[config.mk]
export PLATFORM = sky130hd
export DESIGN_NAME = mem_stage
export DESIGN_NICKNAME = d
export VERILOG_FILES = /design/src/rtl/mem_stage.sv
export SDC_FILE = /design/constraint.sdc
export NUM_CORES = 1
export LEC_CHECK = 0
export BUFFER_PORTS_ARGS = -buffer_cell sky130_fd_sc_hd__buf_2
export CAP_MARGIN = 20
export CORE_AREA = 2 2 159 161
export DETAILED_ROUTE_END_ITERATION = 12
export DIE_AREA = 0 0 161 163
export GPL_TIMING_DRIVEN = 1
export PLACE_DENSITY = 0.58
export SLEW_MARGIN = 0
export SYNTH_ARGS = -nofsm -noshare
export SYNTH_HDL_FRONTEND = slang
export SYNTH_SLANG_ARGS = --single-unit
[constraint.sdc]
create_clock -name clk -period 11.9 [get_ports clk]
set_input_delay 0 -clock clk [delete_from_list [all_inputs] [get_ports clk]]
set_output_delay 0 -clock clk [all_outputs]
set_load 0.01 [all_outputs]
[src/rtl/mem_stage.sv]
// mem_stage: MEM stage of the 5-stage LoongArch32 pipeline (between EXE and WB).
//   Waits for the data-SRAM response (sram-like data_ok) of loads/stores issued
//   by EXE. It extracts and extends load data, forwards the result to ID for
//   bypass, and passes the packed bus to WB. Responses that belong to
//   instructions flushed by a WB exception or ERTN are counted and dropped.
//
// Ports:
//   clk, reset          clock; synchronous active-high reset
//   ws_allowin          WB can accept
//   ms_allowin          MEM can accept
//   es_to_ms_valid/bus  instruction from EXE
//                       {csr_we,csr_wnum[13:0],csr_wmask,csr_wdata,ertn,exc_flgs[5:0],
//                        mem_req,ld_op[2:0],ld_uns,gr_we,dest[4:0],alu_result,pc}
//                       ld_op is one-hot: [0]=byte, [1]=halfword, [2]=word
//   ms_to_ws_valid/bus  instruction to WB
//                       {csr_we,csr_wnum,csr_wmask,csr_wdata,ertn,exc_flgs,gr_we,dest,final_result,pc}
//   data_sram_data_ok   one pulse per accepted data request
//   data_sram_rdata     response data
//   wb_exc, ertn_flush  flush requests from WB
//   ms_fwd_bus          {fwd_we,fwd_dest[4:0],fwd_data[31:0],fwd_pending} to ID
//   ms_csr_blk_bus      {csr_we&valid,ertn&valid,csr_wnum[13:0]} to ID
//   ms_ex               MEM holds an exception/ERTN; EXE must not issue requests
//
// Build option MEM_RESP_BUF_EN: when defined, a one-entry response buffer
// holds data that arrives while WB stalls. When undefined, WB must keep
// ws_allowin high whenever a live response arrives. A simulation assertion
// checks this.

`ifndef ES_TO_MS_BUS_WD
`define ES_TO_MS_BUS_WD 161
`endif
`ifndef MS_TO_WS_BUS_WD
`define MS_TO_WS_BUS_WD 156
`endif

module mem_stage #(
    parameter int unsigned DISCARD_W = 2
) (
    input  logic                        clk,
    input  logic                        reset,
    input  logic                        ws_allowin,
    output logic                        ms_allowin,
    input  logic                        es_to_ms_valid,
    input  logic [`ES_TO_MS_BUS_WD-1:0] es_to_ms_bus,
    output logic                        ms_to_ws_valid,
    output logic [`MS_TO_WS_BUS_WD-1:0] ms_to_ws_bus,
    input  logic                        data_sram_data_ok,
    input  logic [31:0]                 data_sram_rdata,
    input  logic                        wb_exc,
    input  logic                        ertn_flush,
    output logic [38:0]                 ms_fwd_bus,
    output logic [15:0]                 ms_csr_blk_bus,
    output logic                        ms_ex
);

    logic                        ms_valid;
    logic [`ES_TO_MS_BUS_WD-1:0] es_to_ms_bus_r;

    logic        csr_we;
    logic [13:0] csr_wnum;
    logic [31:0] csr_wmask;
    logic [31:0] csr_wdata;
    logic        ertn;
    logic [5:0]  exc_flgs;
    logic        mem_req;
    logic [2:0]  ld_op;
    logic        ld_uns;
    logic        gr_we;
    logic [4:0]  dest;
    logic [31:0] alu_result;
    logic [31:0] pc;

    assign {csr_we, csr_wnum, csr_wmask, csr_wdata, ertn, exc_flgs, mem_req,
            ld_op, ld_uns, gr_we, dest, alu_result, pc} = es_to_ms_bus_r;

    logic                 flush;
    logic                 ms_ready_go;
    logic                 resp_here;
    logic                 live_ok;
    logic [DISCARD_W-1:0] discard_cnt;
    logic                 discard_inc;
    logic                 discard_dec;
    logic                 buf_valid;
    logic [31:0]          rdata_sel;
    logic                 is_load;
    logic [7:0]           ld_byte;
    logic [15:0]          ld_half;
    logic [31:0]          load_val;
    logic [31:0]          final_result;
    logic                 fwd_we;

    assign flush = wb_exc | ertn_flush;

    // A data_ok is only ours when no flushed request is still outstanding.
    assign live_ok   = data_sram_data_ok & (discard_cnt == '0);
    assign resp_here = live_ok | buf_valid;

    assign ms_ready_go    = ~mem_req | resp_here;
    assign ms_allowin     = ~ms_valid | (ms_ready_go & ws_allowin);
    assign ms_to_ws_valid = ms_valid & ms_ready_go & ~flush;

    always_ff @(posedge clk) begin
        if (reset) begin
            ms_valid <= 1'b0;
        end else if (flush) begin
            ms_valid <= 1'b0;
        end else if (ms_allowin) begin
            ms_valid <= es_to_ms_valid;
        end
    end

    always_ff @(posedge clk) begin
        if (!flush && ms_allowin && es_to_ms_valid) begin
            es_to_ms_bus_r <= es_to_ms_bus;
        end
    end

    // Each flushed request that still has not received its response will
    // produce one stale data_ok later. Count these so they can be dropped.
    assign discard_inc = flush & ms_valid & mem_req & ~resp_here;
    assign discard_dec = data_sram_data_ok & (discard_cnt != '0);

    always_ff @(posedge clk) begin
        if (reset) begin
            discard_cnt <= '0;
        end else if (discard_inc && !discard_dec) begin
            discard_cnt <= discard_cnt + DISCARD_W'(1);
        end else if (!discard_inc && discard_dec) begin
            discard_cnt <= discard_cnt - DISCARD_W'(1);
        end
    end

`ifdef MEM_RESP_BUF_EN
    logic [31:0] buf_data;

    always_ff @(posedge clk) begin
        if (reset) begin
            buf_valid <= 1'b0;
        end else if (flush || (ms_to_ws_valid && ws_allowin)) begin
            buf_valid <= 1'b0;
        end else if (live_ok && ms_valid && !ws_allowin) begin
            buf_valid <= 1'b1;
            buf_data  <= data_sram_rdata;
        end
    end

    assign rdata_sel = buf_valid ? buf_data : data_sram_rdata;
`else
    assign buf_valid = 1'b0;
    assign rdata_sel = data_sram_rdata;

    // With no buffer, a live response seen while WB stalls would be lost.
    always_ff @(posedge clk) begin
        if (!reset) begin
            assert (!(ms_valid && mem_req && live_ok && !ws_allowin && !flush));
        end
    end
`endif

    assign is_load = mem_req & (|ld_op);

    always_comb begin
        ld_byte = 8'h00;
        case (alu_result[1:0])
            2'd0: ld_byte = rdata_sel[7:0];
            2'd1: ld_byte = rdata_sel[15:8];
            2'd2: ld_byte = rdata_sel[23:16];
            2'd3: ld_byte = rdata_sel[31:24];
            default: ld_byte = 8'h00;
        endcase
        ld_half  = alu_result[1] ? rdata_sel[31:16] : rdata_sel[15:0];
        load_val = rdata_sel;
        if (ld_op[0]) begin
            load_val = {{24{~ld_uns & ld_byte[7]}}, ld_byte};
        end else if (ld_op[1]) begin
            load_val = {{16{~ld_uns & ld_half[15]}}, ld_half};
        end
        final_result = is_load ? load_val : alu_result;
    end

    assign ms_to_ws_bus = {csr_we, csr_wnum, csr_wmask, csr_wdata, ertn, exc_flgs,
                           gr_we, dest, final_result, pc};

    assign fwd_we         = ms_valid & gr_we;
    assign ms_fwd_bus     = {fwd_we, dest, final_result, fwd_we & is_load & ~resp_here};
    assign ms_csr_blk_bus = {csr_we & ms_valid, ertn & ms_valid, csr_wnum};
    assign ms_ex          = ms_valid & ((|exc_flgs) | ertn);

endmodule

-- Yosys cells after proc, flatten, opt, wreduce, memory -nomap -nowiden
Cells that the tools add are included.
W data, S select, Z words.
- bits in read-only memories: 0
- input port bits: 200
- memories: 0
- word-level logic and storage cells: 55
- register bits after elaboration: 164
- bits in latches: 0
- memory bits (writable): 0
- output and inout bits: 214
- mux-type cells: 7
- shift-type cells: 0
- equality and inequality tests: 3
- multiply operators: 0
- add/subtract/negate cells: 2
- bitwise operators: 26
- divide/modulo/power cells: 0
- $lt $le $gt $ge: 0
- reduce and logical (&&, ||, !) cells: 14
- operators by type and width (cell ; count):
    $mux W32 ; 3
    $pmux W8 S4 ; 1
    $and A1 B1 Y1 ; 17
    $mux W16 ; 1
    $reduce_or A6 Y1 ; 1
    $not A1 Y1 ; 5
    $eq A2 B2 Y1 const B ; 2
    $logic_and A1 B1 Y1 ; 4
    $logic_not A2 Y1 ; 2
    $mux W2 ; 2
    $or A1 B1 Y1 ; 4
    $reduce_bool A2 Y1 ; 2
    $logic_not A1 Y1 ; 3
    $reduce_or A3 Y1 ; 1
    $add A2 B1 Y2 const B ; 1
    $eq A2 B1 Y1 const B ; 1
    $reduce_or A2 Y1 ; 1
    $sub A2 B1 Y2 const B ; 1

-- Depth between registers and ports, before layout
- word-level depth: 8
- depth in mapped cells: 7
- depth with buffers taken out: 7

-- Least setup slack after synthesis
Ideal clock, no wire load.
- kind: register to register
- start point: reg discard_cnt[0]
- end point: reg es_to_ms_bus_r[0] (enable)
- stages on the path, launching flop included: 3
- buffers on the path: 0
- arrival: 4.870 ns
- period minus slack after synthesis: 5.411 ns
- data required time: 11.358 ns
- path slack: 6.489 ns
- setup time: 0.542 ns
- path through: dfxtp_1 -> o311ai_0 -> and3_1
- cells in the longest elaborated chain, start to end: 7
- ends and longest elaborated chain (what ; line ; RTL):
    start, declared ; 80 ; logic [DISCARD_W-1:0] discard_cnt;
    start signal, assigned ; 127 ; discard_cnt <= discard_cnt + DISCARD_W'(1);
    start signal, assigned ; 129 ; discard_cnt <= discard_cnt - DISCARD_W'(1);
    $logic_not A2 Y1 ; 95 ; assign live_ok = data_sram_data_ok & (discard_cnt == '0);
    $and A1 B1 Y1 ; 95 ;
    $or A1 B1 Y1 ; 98 ; assign ms_ready_go = ~mem_req | resp_here;
    $and A1 B1 Y1 ; 99 ; assign ms_allowin = ~ms_valid | (ms_ready_go & ws_allowin);
    $or A1 B1 Y1 ; 99 ;
    net ms_allowin ; 42 ; output logic ms_allowin,
    $logic_and A1 B1 Y1 (2 in series) ; 113 ; if (!flush && ms_allowin && es_to_ms_valid) begin
    end signal, assigned ; 114 ; es_to_ms_bus_r <= es_to_ms_bus;
    end, declared ; 57 ; logic [`ES_TO_MS_BUS_WD-1:0] es_to_ms_bus_r;
The timed path passes the listed nets, and every way through them passes these cells.
A chain may end at the register's enable or synchronous reset.

-- Worst setup path after layout
- start point: reg es_to_ms_bus_r[73]
- end point: out ms_to_ws_bus[51]
- cells in the longest elaborated chain, start to end: 3
- ends and longest elaborated chain (what ; line ; RTL):
    $reduce_or A3 Y1 ; 160 ; assign is_load = mem_req & (|ld_op);
    $and A1 B1 Y1 ; 160 ;
    $mux W32 ; 178 ; final_result = is_load ? load_val : alu_result;
    end, declared ; 46 ; output logic [`MS_TO_WS_BUS_WD-1:0] ms_to_ws_bus,
Every way passes these cells.

==> flow_summary.json <==
{
  "drive_gt1_frac": 0.509,
  "drtAntennaViolNets": 0,
  "p_leak_nw": 4.59,
  "outcome": "finished clean",
  "io_pins": 414,
  "ys_ff_latch": 164,
  "place_congestion": 0.786,
  "tns_ns": 0,
  "cp_data_arrival_time_ns": 3.17,
  "muxShareOfSynthArea": 0.0228,
  "slew_viol_final": 0,
  "holdPathEnd": "discard_cnt[0]$_SDFFE_PP0P_",
  "min_path_type": "in -> reg",
  "p_per_area_nw_per_um2": 127,
  "post_cts_buffers": 0,
  "rows": 58,
  "cts_buffers": 17,
  "grt_pass1_vias": 5853,
  "ir_worst_vdd_mv": 0.0860,
  "cts_hold_repair.buffers": 164,
  "cp-end-kind": "primary output",
  "setup_viol": 0,
  "drtIter0Drc": 405,
  "synth-edff-count": 161,
  "wl_per_cell_um": 17.8,
  "clk_path_buf_depth": 2,
  "cts_tree": "built",
  "dieWidth_um": 161,
  "slew_headroom": 0.320,
  "crit_start": "es_to_ms_bus_r[73]$_DFFE_PP_",
  "syn_avg_cell_area_um2": 14.4,
  "area_growth_pct": 42.1,
  "hp-start": "data_sram_data_ok",
  "dr_total_vias": 5681,
  "synthArstFlopShare": 0,
  "synth-adder-area-share": 0.00160,
  "clk_pin_slew_ns": 0.07,
  "grt_max_degree": 66,
  "dieArea_um2": 26200,
  "ys_seq_area_frac": 0.627,
  "max_freq_mhz": 316,
  "grt_overflow_total": 0,
  "port_buffers": 413,
  "min_period_over_period": 0.266,
  "fill_cells": 2244,
  "min_period_ns": 3.17,
  "synth_nets": 745,
  "reg2reg_from": "discard_cnt[0]$_SDFFE_PP0P_",
  "antenna_cells": 0,
  "root_buffer": "clkbuf_16",
  "clock-sinks": 164,
  "netlist_area_um2": 7810,
  "postLayoutCoreUtil": 0.450,
  "r2r_end": "es_to_ms_bus_r[4]$_DFFE_PP_",
  "hold_ws_ns": 0.116,
  "syn_inst": 544,
  "drc": 0,
  "cts_resized": 0,
  "clock_latency_ns": 0.42,
  "maxCapViolations": 0,
  "chipHeight_um": 163,
  "gr-usage-all-layers": 0.168,
  "nNetsFinal": 1142,
  "grt_pass1_wl_mm": 33.4,
  "drt-vias-per-instance": 4.42,
  "hold_violations": 0,
  "grt_setup_unrepaired": "false",
  "initial_utilization": 0.316,
  "synth_top_family_by_area": "buffers and inverters",
  "ys_types": 48,
  "clock_skew_ns": 0.0158,
  "synth_compound_area_frac": 0.0915,
  "worstSetupStartpointType": "flip-flop",
  "ff2ff_path_depth": 3,
  "min_path_cells": 5,
  "synthSimpleGateAreaFrac": 0.0622,
  "post-dp-hpwl_mm": 16.6,
  "synth-xor-area-share": 0.00224,
  "antenna_found_initial": 3,
  "ys.flop_type": "edfxtp_1",
  "worstSetupPathType": "reg -> out",
  "tightest_slew_ns": 1.01,
  "first_pass_iters": 4,
  "cp_max_fo": 21,
  "yosysWarnings": 0,
  "required_ns": 11.90,
  "rrSetupSlack_ns": 9.03,
  "core-area_um2": 24700,
  "htree_levels": 4,
  "drt_wl_total_mm": 22.8
}
-- cell type report --
class	count	area (µm²)	share of cell area
sequential	164	4890	0.441
timing repair buffer	581	3740	0.337
multi-input combinational	174	1410	0.127
clock buffer	17	425	0.0383
tap	330	413	0.0372
clock inverter	15	203	0.0183
inverter	3	11.3	0.00101
-- worst max-delay path, cell delays in order (launching register included) --
cell,delay [ns]
edfxtp_1,0.78
o31a_1,0.69
nand3_1,0.73
o211ai_1,0.36
buf_2,0.19
-- layout by cell type (no fill, tap or decap), types with 3 or more instances in the layout --
cell type	instances
a2111oi_0	3
a211oi_1	6
a221oi_1	6
a221oi_2	10
a41oi_1	8
and2_1	3
and3_1	8
buf_2	413
buf_4	4
clkbuf_16	17
clkinv_8	4
dfxtp_1	3
dlygate4sd3_1	164
edfxtp_1	161
inv_8	5
mux2_2	14
nand2_1	9
nand2b_1	3
nand3_1	9
nand4_1	8
nor2_1	13
nor4b_1	16
o211ai_1	6
o211ai_2	10
o22ai_1	7
o31ai_1	7
-- registers in the layout (all words and copies together) (netlist names) --
signal / flops
discard_cnt: 2
es_to_ms_bus_r: 161
ms_valid: 1
-- Yosys cell counts (2+ instances only) --
master	count	area, µm²
a2111oi_0	3	26.3
a211oi_1	6	45.0
a221oi_1	6	52.6
a221oi_2	10	150
a31oi_1	2	12.5
a41oi_1	8	70.1
and2_1	3	18.8
and3_1	9	56.3
buf_2	14	70.1
buf_4	180	1350
buf_6	5	56.3
clkbuf_1	3	11.3
clkinv_1	2	7.51
dfxtp_1	3	60.1
edfxtp_1	161	4830
mux2_2	14	158
mux2i_1	2	20.0
nand2_1	9	33.8
nand2b_1	3	18.8
nand3_1	9	45.0
nand4_1	8	50.1
nor2_1	13	48.8
nor3_1	2	10.0
nor3b_1	2	15.0
nor4b_1	16	140
o211ai_1	6	45.0
o211ai_2	10	125
o21ai_0	2	10.0
o22ai_1	7	43.8
o31ai_1	7	52.6
xor2_1	2	17.5
-- stage by stage --
stage	instances	cell area [µm²]	total power, mW	worst slack (ns)
floorplan	544	7810	0.755	6.49
global placement	1088	8830	0.797	9.17
detailed placement	1088	8830	0.799	9.04
CTS	1284	11100	1.43	8.70
global route	1284	11100	1.46	8.41
finish	1284	11100	1.41	8.73
-- per-layer routing --
metal,routed length [µm],global-route usage
met5,34,0
met4,854,0.0747
met3,1810,0.0545
met1,8770,0.194
met2,11400,0.288
-- how the worst max path moves through the flow --
| stage | endpoint | cells past startpoint |
|---|---|---|
| finish | ms_to_ws_bus[51] | 4 |
| global route | ms_fwd_bus[17] | 4 |
| CTS | ms_fwd_bus[17] | 4 |
| detailed placement | es_to_ms_bus_r[82]$_DFFE_PP_ | 3 |
| global placement | es_to_ms_bus_r[134]$_DFFE_PP_ | 3 |
| floorplan | es_to_ms_bus_r[0]$_DFFE_PP_ | 2 |
-- report_power, final --
part / switching (mW) / internal [mW]
Sequential: 0.00874 / 0.655
Clock: 0.270 / 0.308
Combinational: 0.0754 / 0.0899
Total: 0.354 / 1.05
-- logic make-up (layout without fill, tap and decap cells) --
family          Yosys count  after routing
flops                   164            164
fa+ha+maj                 1              1
compound gates           75             75
xor+xnor                  2              2
buf+inv                 206            616
mux                      16             16
simple gates             80             80
Note: power is estimated with default switching activity, not from simulation.
